[src/rtl/simmem_rsp_delay_slots_if.sv]
// Handshake bundle for the response-delay slot bank: reservation, response in, delayed response out.
interface simmem_rsp_delay_slots_if #(
  parameter int unsigned IdW      = 2,
  parameter int unsigned NumSlots = 8,
  parameter int unsigned DelayW   = 8,
  parameter int unsigned RspW     = 16
);
  localparam int unsigned OccW = $clog2(NumSlots + 1);

  logic              en_i;
  logic [DelayW-1:0] delay_i;
  logic              rsv_valid_i;
  logic              rsv_ready_o;
  logic [IdW-1:0]    rsv_id_i;
  logic              rsp_in_valid_i;
  logic              rsp_in_ready_o;
  logic [RspW-1:0]   rsp_in_i;
  logic              rsp_out_valid_o;
  logic              rsp_out_ready_i;
  logic [RspW-1:0]   rsp_out_o;
  logic [OccW-1:0]   occupancy_o;

  modport slave (
    input  en_i, delay_i, rsv_valid_i, rsv_id_i, rsp_in_valid_i, rsp_in_i, rsp_out_ready_i,
    output rsv_ready_o, rsp_in_ready_o, rsp_out_valid_o, rsp_out_o, occupancy_o
  );

  modport master (
    output en_i, delay_i, rsv_valid_i, rsv_id_i, rsp_in_valid_i, rsp_in_i, rsp_out_ready_i,
    input  rsv_ready_o, rsp_in_ready_o, rsp_out_valid_o, rsp_out_o, occupancy_o
  );
endinterface

[src/rtl/simmem_rsp_delay_slots.sv]
// Response-delay slot bank: holds each response until its programmed latency has elapsed and
// every older same-ID response has been released.
module simmem_rsp_delay_slots #(
  parameter int unsigned NumIds   = 4,
  parameter int unsigned IdW      = 2,
  parameter int unsigned NumSlots = 8,
  parameter int unsigned DelayW   = 8,
  parameter int unsigned RspW     = 16
) (
  input logic                     clk_i,
  input logic                     rst_ni,
  simmem_rsp_delay_slots_if.slave bus
);
  localparam int unsigned RankW = $clog2(NumSlots);
  localparam int unsigned IdxW  = $clog2(NumSlots);
  localparam int unsigned OccW  = $clog2(NumSlots + 1);

  if ((2 ** IdW) < NumIds || NumSlots < 2) begin : gen_param_check
    $error("simmem_rsp_delay_slots: illegal parameter combination");
  end

  typedef enum logic [1:0] {StFree, StWait, StHeld} slot_st_e;

  slot_st_e          state_q [NumSlots];
  slot_st_e          state_d [NumSlots];
  logic [IdW-1:0]    id_q    [NumSlots];
  logic [IdW-1:0]    id_d    [NumSlots];
  logic [DelayW-1:0] cnt_q   [NumSlots];
  logic [DelayW-1:0] cnt_d   [NumSlots];
  logic [RankW-1:0]  rank_q  [NumSlots];
  logic [RankW-1:0]  rank_d  [NumSlots];
  logic [RspW-1:0]   data_q  [NumSlots];
  logic [RspW-1:0]   data_d  [NumSlots];
  logic [OccW-1:0]   occ_q, occ_d;
  logic              lock_q, lock_d;
  logic [IdxW-1:0]   lock_idx_q, lock_idx_d;

  logic              any_free, in_found, any_elig, out_valid;
  logic              rsv_fire, in_fire, rel_fire;
  logic [IdxW-1:0]   free_idx, in_idx, elig_idx, win_idx;
  logic [RankW-1:0]  in_rank, rsv_rank;
  logic [IdW-1:0]    in_id, rel_id;
  logic [OccW-1:0]   same_cnt;

  always_ff @(posedge clk_i) begin
    if (!rst_ni) begin
      for (int i = 0; i < int'(NumSlots); i++) begin
        state_q[i] <= StFree;
        id_q[i]    <= '0;
        cnt_q[i]   <= '0;
        rank_q[i]  <= '0;
        data_q[i]  <= '0;
      end
      occ_q      <= '0;
      lock_q     <= 1'b0;
      lock_idx_q <= '0;
    end else begin
      state_q    <= state_d;
      id_q       <= id_d;
      cnt_q      <= cnt_d;
      rank_q     <= rank_d;
      data_q     <= data_d;
      occ_q      <= occ_d;
      lock_q     <= lock_d;
      lock_idx_q <= lock_idx_d;
    end
  end

  // Slot selection and outputs, all from cycle-start state.
  always_comb begin
    any_free = 1'b0;
    free_idx = '0;
    any_elig = 1'b0;
    elig_idx = '0;
    in_found = 1'b0;
    in_idx   = '0;
    in_rank  = '0;
    in_id    = bus.rsp_in_i[IdW-1:0];
    for (int i = int'(NumSlots) - 1; i >= 0; i--) begin
      if (state_q[i] == StFree) begin
        any_free = 1'b1;
        free_idx = IdxW'(i);
      end
      if (state_q[i] == StHeld && cnt_q[i] == '0 && rank_q[i] == '0) begin
        any_elig = 1'b1;
        elig_idx = IdxW'(i);
      end
    end
    for (int i = 0; i < int'(NumSlots); i++) begin
      if (state_q[i] == StWait && id_q[i] == in_id && (!in_found || rank_q[i] < in_rank)) begin
        in_found = 1'b1;
        in_idx   = IdxW'(i);
        in_rank  = rank_q[i];
      end
    end
    // A presented winner stays selected until its handshake.
    win_idx   = lock_q ? lock_idx_q : elig_idx;
    out_valid = rst_ni & (lock_q | any_elig);
    rel_id    = id_q[win_idx];

    bus.rsv_ready_o     = rst_ni & bus.en_i & any_free;
    bus.rsp_in_ready_o  = rst_ni & bus.en_i & in_found;
    bus.rsp_out_valid_o = out_valid;
    bus.rsp_out_o       = data_q[win_idx];
    bus.occupancy_o     = occ_q;

    rsv_fire = bus.rsv_valid_i & bus.rsv_ready_o;
    in_fire  = bus.rsp_in_valid_i & bus.rsp_in_ready_o;
    rel_fire = out_valid & bus.rsp_out_ready_i;
  end

  always_comb begin
    same_cnt = '0;
    for (int i = 0; i < int'(NumSlots); i++) begin
      if (state_q[i] != StFree && id_q[i] == bus.rsv_id_i) same_cnt = same_cnt + OccW'(1);
    end
    if (rel_fire && rel_id == bus.rsv_id_i) same_cnt = same_cnt - OccW'(1);
    rsv_rank = RankW'(same_cnt);

    for (int i = 0; i < int'(NumSlots); i++) begin
      state_d[i] = state_q[i];
      id_d[i]    = id_q[i];
      data_d[i]  = data_q[i];
      rank_d[i]  = rank_q[i];
      cnt_d[i]   = (state_q[i] != StFree && cnt_q[i] != '0) ? cnt_q[i] - 1'b1 : cnt_q[i];
      if (rel_fire && state_q[i] != StFree && id_q[i] == rel_id && rank_q[i] != '0) begin
        rank_d[i] = rank_q[i] - 1'b1;
      end
      if (rel_fire && win_idx == IdxW'(i)) state_d[i] = StFree;
      if (in_fire && in_idx == IdxW'(i)) begin
        state_d[i] = StHeld;
        data_d[i]  = bus.rsp_in_i;
      end
      if (rsv_fire && free_idx == IdxW'(i)) begin
        state_d[i] = StWait;
        id_d[i]    = bus.rsv_id_i;
        cnt_d[i]   = bus.delay_i;
        rank_d[i]  = rsv_rank;
      end
    end

    occ_d      = occ_q + OccW'(rsv_fire) - OccW'(rel_fire);
    lock_d     = lock_q;
    lock_idx_d = lock_idx_q;
    if (rel_fire) begin
      lock_d = 1'b0;
    end else if (out_valid) begin
      lock_d     = 1'b1;
      lock_idx_d = win_idx;
    end
  end
endmodule

[src/flat_wrapper.sv]
// flat-port wrapper written by rule: the top's interface ports become plain ports
module simmem_rsp_delay_slots_flat 
#(
  parameter int unsigned NumIds   = 4,
  parameter int unsigned IdW      = 2,
  parameter int unsigned NumSlots = 8,
  parameter int unsigned DelayW   = 8,
  parameter int unsigned RspW     = 16
)
  (clk_i, rst_ni, bus_en_i, bus_delay_i, bus_rsv_valid_i, bus_rsv_id_i, bus_rsp_in_valid_i, bus_rsp_in_i, bus_rsp_out_ready_i, bus_rsv_ready_o, bus_rsp_in_ready_o, bus_rsp_out_valid_o, bus_rsp_out_o, bus_occupancy_o);
  simmem_rsp_delay_slots_if #(.IdW(IdW), .NumSlots(NumSlots), .DelayW(DelayW), .RspW(RspW)) bus_i ();
  input logic clk_i;
  input logic rst_ni;
  input wire logic [$bits(bus_i.en_i)-1:0] bus_en_i;
  input wire logic [$bits(bus_i.delay_i)-1:0] bus_delay_i;
  input wire logic [$bits(bus_i.rsv_valid_i)-1:0] bus_rsv_valid_i;
  input wire logic [$bits(bus_i.rsv_id_i)-1:0] bus_rsv_id_i;
  input wire logic [$bits(bus_i.rsp_in_valid_i)-1:0] bus_rsp_in_valid_i;
  input wire logic [$bits(bus_i.rsp_in_i)-1:0] bus_rsp_in_i;
  input wire logic [$bits(bus_i.rsp_out_ready_i)-1:0] bus_rsp_out_ready_i;
  output wire logic [$bits(bus_i.rsv_ready_o)-1:0] bus_rsv_ready_o;
  output wire logic [$bits(bus_i.rsp_in_ready_o)-1:0] bus_rsp_in_ready_o;
  output wire logic [$bits(bus_i.rsp_out_valid_o)-1:0] bus_rsp_out_valid_o;
  output wire logic [$bits(bus_i.rsp_out_o)-1:0] bus_rsp_out_o;
  output wire logic [$bits(bus_i.occupancy_o)-1:0] bus_occupancy_o;
  assign bus_i.en_i = bus_en_i;
  assign bus_i.delay_i = bus_delay_i;
  assign bus_i.rsv_valid_i = bus_rsv_valid_i;
  assign bus_i.rsv_id_i = bus_rsv_id_i;
  assign bus_i.rsp_in_valid_i = bus_rsp_in_valid_i;
  assign bus_i.rsp_in_i = bus_rsp_in_i;
  assign bus_i.rsp_out_ready_i = bus_rsp_out_ready_i;
  assign bus_rsv_ready_o = bus_i.rsv_ready_o;
  assign bus_rsp_in_ready_o = bus_i.rsp_in_ready_o;
  assign bus_rsp_out_valid_o = bus_i.rsp_out_valid_o;
  assign bus_rsp_out_o = bus_i.rsp_out_o;
  assign bus_occupancy_o = bus_i.occupancy_o;
  simmem_rsp_delay_slots #(.NumIds(NumIds), .IdW(IdW), .NumSlots(NumSlots), .DelayW(DelayW), .RspW(RspW)) u_core (.clk_i(clk_i), .rst_ni(rst_ni), .bus(bus_i));
endmodule
[config.mk]
export PLATFORM = sky130hd
export DESIGN_NAME = simmem_rsp_delay_slots_flat
export DESIGN_NICKNAME = d
export VERILOG_FILES = /design/src/rtl/simmem_rsp_delay_slots_if.sv /design/src/rtl/simmem_rsp_delay_slots.sv /design/src/flat_wrapper.sv
export SDC_FILE = /design/constraint.sdc
export NUM_CORES = 1
export LEC_CHECK = 0
export ABC_AREA = 1
export CORE_MARGIN = 8
export CORE_UTILIZATION = 44
export CTS_BUF_LIST = sky130_fd_sc_hd__clkbuf_16
export DETAILED_ROUTE_END_ITERATION = 10
export REMOVE_ABC_BUFFERS = 1
export SYNTH_ARGS = -nofsm -noshare
export SYNTH_HDL_FRONTEND = slang
export SYNTH_SLANG_ARGS = --single-unit
export TNS_END_PERCENT = 20
[constraint.sdc]
create_clock -name clk_i -period 15.1 [get_ports clk_i]
set_input_delay 4.53 -clock clk_i [delete_from_list [all_inputs] [get_ports clk_i]]
set_output_delay 4.53 -clock clk_i [all_outputs]
set_load 0.03 [all_outputs]
==> results of run 1 <==
-- area by class of cell --
type,instances,area (sq um)
Sequential cell,256,5125
Clock buffer,31,775.7
Multi-Input combinational cell,1531,7868
Timing Repair Buffer,69,650.6
Fill cell,3198,15570
Tap cell,402,503.0
Inverter,214,803.3
Clock inverter,24,264.0
-- synth_stat cells (all sizes together) --
| library cell | n | area (sq um) |
|---|---|---|
| clkinv | 6 | 22.52 |
| a2111oi | 2 | 17.52 |
| a211oi | 22 | 165.2 |
| buf | 34 | 186.4 |
| o2111ai | 1 | 8.760 |
| nor3b | 3 | 22.52 |
| o31ai | 5 | 37.54 |
| o211ai | 18 | 135.1 |
| nand4 | 6 | 37.54 |
| o2111a | 2 | 22.52 |
| o221ai | 1 | 8.760 |
| o21bai | 1 | 7.510 |
| or2 | 7 | 43.79 |
| nor3 | 23 | 115.1 |
| nand3 | 115 | 598.1 |
| mux2 | 1 | 11.26 |
| xor2 | 56 | 490.5 |
| o22ai | 55 | 344.1 |
| xnor2 | 24 | 210.2 |
| ha | 50 | 625.6 |
| a22oi | 34 | 255.2 |
| nor2 | 351 | 1363 |
| nand3b | 1 | 7.510 |
| o32ai | 2 | 17.52 |
| nor4 | 5 | 37.53 |
| a221oi | 6 | 52.55 |
| o21ai | 74 | 374.1 |
| a22o | 1 | 8.760 |
| a32o | 1 | 10.01 |
| clkbuf | 43 | 161.4 |
| a31o | 2 | 17.52 |
| dfxtp | 256 | 5125 |
| a31oi | 45 | 281.5 |
| a21oi | 98 | 498.0 |
| fa | 1 | 20.02 |
| nand2 | 517 | 1993 |
| a21boi | 1 | 7.510 |
| inv | 208 | 780.8 |
-- layer usage --
metal,GRT usage [%],vias to the layer above
li1,-,6842
met3,3.697,66
met2,36.55,367
met5,0,-
met4,5.503,0
met1,32.11,6385
-- kinds of logic (layout without fill, tap and decap cells) --
| logic type | after synthesis | after routing | synth area share (%) |
|---|---|---|---|
| flops | 256 | 256 | 36.29 |
| compound gates | 371 | 371 | 16.07 |
| simple gates | 1028 | 1028 | 29.87 |
| mux | 1 | 1 | 0.07974 |
| xor+xnor | 80 | 80 | 4.962 |
| fa+ha+maj | 51 | 51 | 4.572 |
| buf+inv | 291 | 338 | 8.152 |
-- registers in the layout, indices dropped and copies added, names as in the netlist --
register / count
u_core.state_q: 16
u_core.rank_q: 24
u_core.lock_q: 1
u_core.data_q: 128
u_core.lock_idx_q: 3
u_core.id_q: 16
u_core.cnt_q: 64
u_core.bus.occupancy_o: 4
-- worst max path at each step --
stage / cells after the start / to
6_report: 58 / u_core.data_q[61]$_SDFFE_PN0P_
5_1_grt: 64 / u_core.data_q[48]$_SDFFE_PN0P_
4_1_cts: 58 / u_core.data_q[35]$_SDFFE_PN0P_
3_5_place_dp: 58 / u_core.data_q[41]$_SDFFE_PN0P_
3_3_place_gp: 59 / u_core.data_q[113]$_SDFFE_PN0P_
2_1_floorplan: 55 / u_core.data_q[100]$_SDFFE_PN0P_
-- tightest hold or removal path: stages, from the launching register on --
cell and delay, ps:
dfxtp_1 310, nand2_1 60, a21oi_1 50
-- per-stage QoR --
step	hold WS, ps	worst slack, ps	instances	total power, mW
2_1_floorplan	440.6	3328	2001	0.7692
3_3_place_gp	447.8	1623	2472	0.8139
3_5_place_dp	454.7	1284	2472	0.8145
4_1_cts	464.0	1829	2527	1.581
5_1_grt	477.3	764.0	2527	1.620
6_report	461.9	1759	2527	1.570
-- where the power goes --
part           internal [mW]  switching (mW)  total, mW
registers              0.682         0.00589      0.688
logic                 0.0389          0.0740      0.113
clock network          0.471           0.298      0.769
total                   1.19           0.378       1.57
==> flow_summary_export.csv, run 1 <==
group,metric,value,unit
min_path,worstHoldPathCells,2,
power,power_per_cell_area,98.19,nW/um^2
power,power.static_leakage,6.410,nW
die,die_height,195.1,um
synth,syn_area_per_cell,6.795,sq um
die,floorplan_die_width,195.1,um
worst_setup_path,data_arrival_time_of_the_critical_path,13790,ps
synth,synth.yosys.seq_area_share,36.29,%
clock_network,cts.repair.resized,0,
die,start_util,44.75,%
die,fp.dieArea,38080,sq um
timing,finalSetupViolations,0,
placement,place_hpwl,31030,um
worst_setup_path,timing.critical_path.from,"bus_rsp_in_i[1]",
power,power.ir.vdd_worst,0.09008,mV
worst_setup_path,ff2ff_path_depth,58,
grt,largest_net_degree_at_the_start_of_global_routing,69,
placement,routabilityCongestion,0.9352,
timing,grt_setup_unrepaired,"false",
worst_setup_path,worstPathBufferInverterCount,5,
synth,post_syn_area,14120,sq um
clock_network,number_of_hold_buffers_added_after_cts,0,
synth,netlist_instances,2078,
drt,drt-pass1-iter-count,5,
worst_setup_path,data_required_time_at_the_worst_endpoint,15550,ps
clock_network,cts_root_buf,"clkbuf_16",
drt,top_signal_layer_used,"met4",
cells_and_area,finish.instance_area,15990,sq um
synth,ys.warnings.count,0,
clock_network,path_clk_slew,60,ps
worst_setup_path,startpoint_of_the_most_critical_register_to_register_path,"u_core.id_q[14]$_SDFFE_PN0P_",
clock_network,h-tree-depth,1,
drt,wirelength_met1,21590,um
synth,netlist-cell-type-count,51,
grt,first_pass_grt_wire_length,71380,um
worst_setup_path,reg2reg_to,"u_core.data_q[61]$_SDFFE_PN0P_",
worst_setup_path,critical_path_peak_fanout,16,
drt,drt_drc_violations_left,0,
grt,grt_antenna_before_repair,0,
placement,buffers_added_on_ports,54,
timing,final.min_clock_period,13340,ps
drt,wl,44980,um
cells_and_area,most_common_library_cell_in_the_layout_ignoring_fill_and_taps,"nand2_1",
grt,first_global_vias,12960,
timing,fin_tns_setup,0,ps
drt,drtAntennaViolNets,0,
synth,flop_and_latch_count_out_of_synthesis,256,
cells_and_area,insertedDiodeCount,0,
timing,final.period_utilization,88.35,%
cells_and_area,drive_gt1_share,5.694,%
worst_setup_path,cpMostUsedCell,"nand2_1",
min_path,endpoint_worst_hold,"u_core.data_q[15]$_SDFFE_PN0P_",
job,drv.max_cap_violation_count,0,
clock_network,cts_num_sinks,256,
cells_and_area,areaGrowthSynthToFinish,13.23,%
die,row_count,65,
min_path,timing.hold.worst.start,"u_core.data_q[15]$_SDFFE_PN0P_",
placement,placed_area,14950,sq um
timing,fin_worst_skew,17.32,ps
cells_and_area,finalCoreUtilization,50.67,%
clock_network,worstSkewPairLatency,560,ps
status,run_status,"completed",
min_path,worst_hold_path_type,"reg -> reg",
cells_and_area,layout.cells.most_common_list,"498 x nand2_1, 337 x nor2_1, 256 x dfxtp_1",
drt,detail_route.wl_per_cell,17.80,um
worst_setup_path,slowest_delay,790,ps
worst_setup_path,worst_setup_path_start_kind,"input port",
timing,slew_headroom,25.55,%
clock_network,cts_max_path_buffers,3,
grt,grt.total_usage,22.98,%
clock_network,cts_tree,"yes",
clock_network,post_cts.repair.setup_buffers,0,
worst_setup_path,timing.critical_path.max_delay_family,"simple AND/OR/NAND/NOR gates",
die,coreArea,31560,sq um
clock_network,cts_buffer_count,30,
timing,tightestPinTransition,1116,ps
worst_setup_path,crit_path_top_delay_cell,"nor2_2",
worst_setup_path,timing_worst_setup_path_type,"in -> reg",
cells_and_area,nNetsFinal,2185,
timing,hold_viol_final,0,
die,i_o_pin_count,55,
worst_setup_path,setup.worst_path.end_class,"flop",
drt,dr_total_vias,13660,
drt,route.met2.wl,19660,um
timing,fmax,74.96,MHz
drt,avgViaCountPerCell,5.406,
drt,drtIter0Drc,1184,
drt,wl_met3,2796,um
worst_setup_path,reg2reg_setup_slack,6330,ps
grt,globalRouteOverflowTotal,0,
timing,slew_violations,0,
No activity file was read; power rests on OpenSTA's default activity.
==> run 2, diff against run 1 <==
- CORE_UTILIZATION: 44 -> 35
==> flow_summary_export.csv, run 2 (synthesis gave the netlist of run 1 again) <==
group,metric,value,unit
timing,fin_tns_setup,0,ps
worst_setup_path,critical_path_peak_fanout,18,
job,drv.max_cap_violation_count,0,
min_path,worst_hold_path_type,"reg -> reg",
drt,avgViaCountPerCell,5.206,
worst_setup_path,data_required_time_at_the_worst_endpoint,15560,ps
drt,detail_route.wl_per_cell,16.83,um
power,power_per_cell_area,92.49,nW/um^2
clock_network,cts_max_path_buffers,3,
die,start_util,35.46,%
die,coreArea,39820,sq um
clock_network,cts_root_buf,"clkbuf_16",
clock_network,number_of_hold_buffers_added_after_cts,0,
clock_network,cts.repair.resized,0,
clock_network,cts_tree,"yes",
worst_setup_path,cpMostUsedCell,"nand2_1",
timing,slew_headroom,19.63,%
placement,place_hpwl,30440,um
grt,largest_net_degree_at_the_start_of_global_routing,67,
clock_network,cts_buffer_count,29,
timing,fmax,74.76,MHz
worst_setup_path,setup.worst_path.end_class,"flop",
worst_setup_path,timing.critical_path.from,"bus_rsp_in_i[0]",
cells_and_area,drive_gt1_share,5.419,%
die,i_o_pin_count,55,
cells_and_area,largest_register_ffs,128,
cells_and_area,top_regs,"u_core.data_q: 128 flops, u_core.cnt_q: 64 flops, u_core.rank_q: 24 flops",
cells_and_area,largest-register,"u_core.data_q",
drt,drt-pass1-iter-count,6,
worst_setup_path,startpoint_of_the_most_critical_register_to_register_path,"u_core.id_q[14]$_SDFFE_PN0P_",
worst_setup_path,data_arrival_time_of_the_critical_path,13840,ps
timing,fin_worst_skew,18.66,ps
grt,first_global_vias,13160,
die,fp.dieArea,47030,sq um
timing,slew_violations,0,
placement,buffers_added_on_ports,54,
worst_setup_path,slowest_delay,790,ps
timing,hold_viol_final,0,
min_path,timing.hold.worst.start,"u_core.data_q[13]$_SDFFE_PN0P_",
cells_and_area,most_common_library_cell_in_the_layout_ignoring_fill_and_taps,"nand2_1",
grt,grt.total_usage,18.39,%
grt,first_pass_grt_wire_length,71270,um
cells_and_area,nNetsFinal,2184,
timing,grt_setup_unrepaired,"false",
cells_and_area,insertedDiodeCount,0,
die,floorplan_die_width,216.9,um
grt,grt_antenna_before_repair,1,
power,power.ir.vdd_worst,0.05545,mV
timing,final.period_utilization,88.59,%
grt,globalRouteOverflowTotal,0,
timing,final.min_clock_period,13380,ps
die,row_count,73,
status,run_status,"completed",
drt,dr_total_vias,13780,
worst_setup_path,timing_worst_setup_path_type,"in -> reg",
clock_network,post_cts.repair.setup_buffers,0,
timing,tightestPinTransition,1195,ps
clock_network,path_clk_slew,60,ps
drt,drt_drc_violations_left,0,
clock_network,cts_num_sinks,256,
cells_and_area,areaGrowthSynthToFinish,13.30,%
timing,fin_hold_ws,460.1,ps
drt,wl,44550,um
drt,drtAntennaViolNets,0,
die,die_height,216.9,um
power,power.static_leakage,6.331,nW
drt,drtIter0Drc,1029,
timing,finalSetupViolations,0,
cells_and_area,layout.cells.most_common_list,"498 x nand2_1, 337 x nor2_1, 256 x dfxtp_1",
worst_setup_path,crit_path_top_delay_cell,"nor2_2",
clock_network,h-tree-depth,1,
placement,routabilityCongestion,0.9284,
power,totalPowerFinal,1.480,mW
clock_network,worstSkewPairLatency,580,ps
worst_setup_path,worst_setup_path_start_kind,"input port",
==> run 2: path summary, 6_finish.rpt <==
path,slack [ps],cells after the start,to
worst max-delay path,1720,59,u_core.data_q[54]$_SDFFE_PN0P_
worst min-delay path,460,2,u_core.data_q[13]$_SDFFE_PN0P_
worst max register to register,6230,58,u_core.data_q[54]$_SDFFE_PN0P_
worst min register to register,460,2,u_core.data_q[13]$_SDFFE_PN0P_
==> run 2: report_power, final <==
group          total [mW]  leakage (nW)  internal (mW)  switching, mW
combinational       0.114          3.81         0.0390         0.0745
clock               0.678         0.455          0.382          0.296
sequential          0.688          2.06          0.682        0.00587
==> run 2: per-layer routing <==
layer | part of all wire (%) | global-route usage, %
met1 | 45 | 24.28
met2 | 45 | 29.64
met3 | 6.6 | 2.926
met4 | 3.5 | 7.574
met5 | 0 | 0
==> run 2: worst max-delay path, delay by kind of cell <==
kind / cells / cell delay (ps)
simple gates: 36 / 3670
compound gates: 11 / 2300
fa+ha+maj: 7 / 2120
buf+inv: 5 / 1190
==> run 2: final cells by class <==
class	instances	area, sq um
Clock buffer	29	725.7
Clock inverter	23	168.9
Fill cell	4215	23820
Inverter	214	804.5
Multi-Input combinational cell	1531	7868
Sequential cell	256	5125
Tap cell	525	656.9
Timing Repair Buffer	69	650.6
==> run 2: stage by stage <==
step	instance area, sq um	utilization [%]	setup WS, ps	cells
6_report	16000	40.18	1723	2647
5_1_grt	16000	40.18	1030	2647
4_1_cts	16000	40.18	1963	2647
3_5_place_dp	15100	37.93	1372	2595
3_3_place_gp	15100	37.93	1739	2595
2_1_floorplan	13770	-	3328	2001
==> patch: new RTL, settings of run 1 <==
`DelayW` is set to 8 in 3 places; all go to 9.
--- a/src/rtl/simmem_rsp_delay_slots_if.sv
+++ b/src/rtl/simmem_rsp_delay_slots_if.sv
@@ -4,3 +4,3 @@
   parameter int unsigned NumSlots = 8,
-  parameter int unsigned DelayW   = 8,
+  parameter int unsigned DelayW   = 9,
   parameter int unsigned RspW     = 16
--- a/src/rtl/simmem_rsp_delay_slots.sv
+++ b/src/rtl/simmem_rsp_delay_slots.sv
@@ -6,3 +6,3 @@
   parameter int unsigned NumSlots = 8,
-  parameter int unsigned DelayW   = 8,
+  parameter int unsigned DelayW   = 9,
   parameter int unsigned RspW     = 16
--- a/src/flat_wrapper.sv
+++ b/src/flat_wrapper.sv
@@ -6,3 +6,3 @@
   parameter int unsigned NumSlots = 8,
-  parameter int unsigned DelayW   = 8,
+  parameter int unsigned DelayW   = 9,
   parameter int unsigned RspW     = 16
Interface: changed (resized bus_delay_i); port bits go from 55 to 56. No check against the original RTL was run, so the function may have changed too.
==> patch against run 1 <==
Synthesized area grew 2.8%. Final area increased by 3.1%. Worst setup slack got worse by 0.053 ns. Sequential cell count rose by 8. Utilization hardly changed. Power grew 2.9%. Fmax is 0.39% lower. Routed wire length down 0.25%. Critical path type unchanged. Largest cell class unchanged. Largest power group unchanged.
==> patch: results (changes against run 1) <==
stage	metric	value	unit	change
hold_path	holdPathStages	2		unchanged
outcome	status	completed		
logic_synthesis	synthCells	2122		+2.1%
routing	num_vias	14100		+3.1%
power_and_ir_drop	ir_drop	89.4	uV	-0.73%
place	gp_congestion	0.874		-6.6%
place	io_buffers	55		+1.9%
routing	drt_iter0_markers	1037		-12%
layout	largestRegisters	u_core.data_q (128), u_core.cnt_q (72), u_core.rank_q (24)		
power_and_ir_drop	p_sw_frac	0.251		+0.0105
logic_synthesis	seq_area_frac_synth	0.364		+0.00124
global_route	use_met1	0.287		-0.0342
place	dpl_cell_area	15400	um2	+3.1%
global_route	gr-usage-met2	0.396		+0.0307
global_route	grt_use_total	0.226		-0.00336
sta	skew	0.0250	ns	+0.00771 ns
clock_tree	cts-buffers-inserted	34		+13%
routing	via_per_inst	5.39		-0.22%
layout	final_nets	2229		+2.0%
sta	maxSlewHeadroom	0.286		+0.0307
critical_path	cp.arrival	13.80	ns	about the same
power_and_ir_drop	comb_cell_power	0.000121	W	+7%
clock_tree	clk_latency	0.53	ns	-0.03 ns
critical_path	crit_family	simple AND/OR/NAND/NOR gates		
hold_path	whs_endpoint	u_core.data_q[13]		
logic_synthesis	synth-xor-area-share	0.0477		-0.00194
critical_path	r2r_setup_slack	6.31	ns	-0.02 ns
place	dp_cells	2551		+3.2%
place	place.detailed.hpwl	30300	um	-2.5%
power_and_ir_drop	power.leakage	6.69	nW	+4.4%
routing	met3_length	2290	um	-18%
routing	drt_pre_antenna_iters	6		+1
logic_synthesis	synthAdderAreaFrac	0.0445		-0.00123
global_route	use_met3	0.0296		-0.00732
global_route	grt_pass1_vias	13400		+3.4%
routing	top_layer_used	met4		
global_route	grt_pass1_wl	71600	um	+0.37%
critical_path	worst_path_max_delay_cell	nor2_2		
power_and_ir_drop	powerDensity	98.1	nW/um2	-0.14%
logic_synthesis	synth_common_cells	nand2_1, nor2_1, dfxtp_1		
critical_path	timing.rr.end	u_core.data_q[41]		
global_route	grt_max_degree	129		+87%
routing	m1WireLength	20100	um	-6.9%
sta	holdWs	0.444	ns	-0.0181 ns
routing	routed-wl-met2	21400	um	+8.8%
routing	routed_wl	44900	um	-0.25%
logic_synthesis	yosysUniqueCellTypes	50		-2.0%
place	place_ws	1.28	ns	-0.00345 ns
critical_path	crit_path_max_incr_delay	0.81	ns	+0.02 ns
logic_synthesis	synth_mux_area_frac	0.000776		-0.0000215
clock_tree	htree_levels	2		+1
hold_path	min_from	u_core.data_q[13]		
layout	drive_above_1_share	0.0558		-0.00118
power_and_ir_drop	p_sw	0.000406	W	+7.4%
logic_synthesis	synth.area.top_cells	dfxtp_1, nand2_1, nor2_1		
[patch: cell count changes after synthesis, sizes merged, moves of 12 or more]
cell	run 1	this run
nand2	517	456
o21ai	74	108
nor2	351	384
inv	208	239
nor3	23	38
a211oi	22	9
nand3	115	102
a22oi	34	46
[patch: layout make-up]
class	count	share of cell area
clock inverter	27	0.0136
timing repair buffer	70	0.0408
tap	442	0.0336
inverter	241	0.0552
sequential	264	0.321
clock buffer	34	0.0516
multi-input combinational	1534	0.485
[patch: worst max path at each step]
| stage | start | endpoint | slack (ns) |
|---|---|---|---|
| final | bus_rsp_in_i[0] | u_core.data_q[41] | 1.71 |
| after global routing | bus_rsp_in_i[0] | u_core.data_q[41] | 0.95 |
| after CTS | bus_rsp_in_i[0] | u_core.data_q[41] | 1.81 |
| after detailed placement | bus_rsp_in_i[0] | u_core.data_q[34] | 1.28 |
| after global placement | bus_rsp_in_i[0] | u_core.data_q[34] | 1.69 |
| after floorplan | bus_rsp_in_i[0] | u_core.data_q[32] | 3.39 |
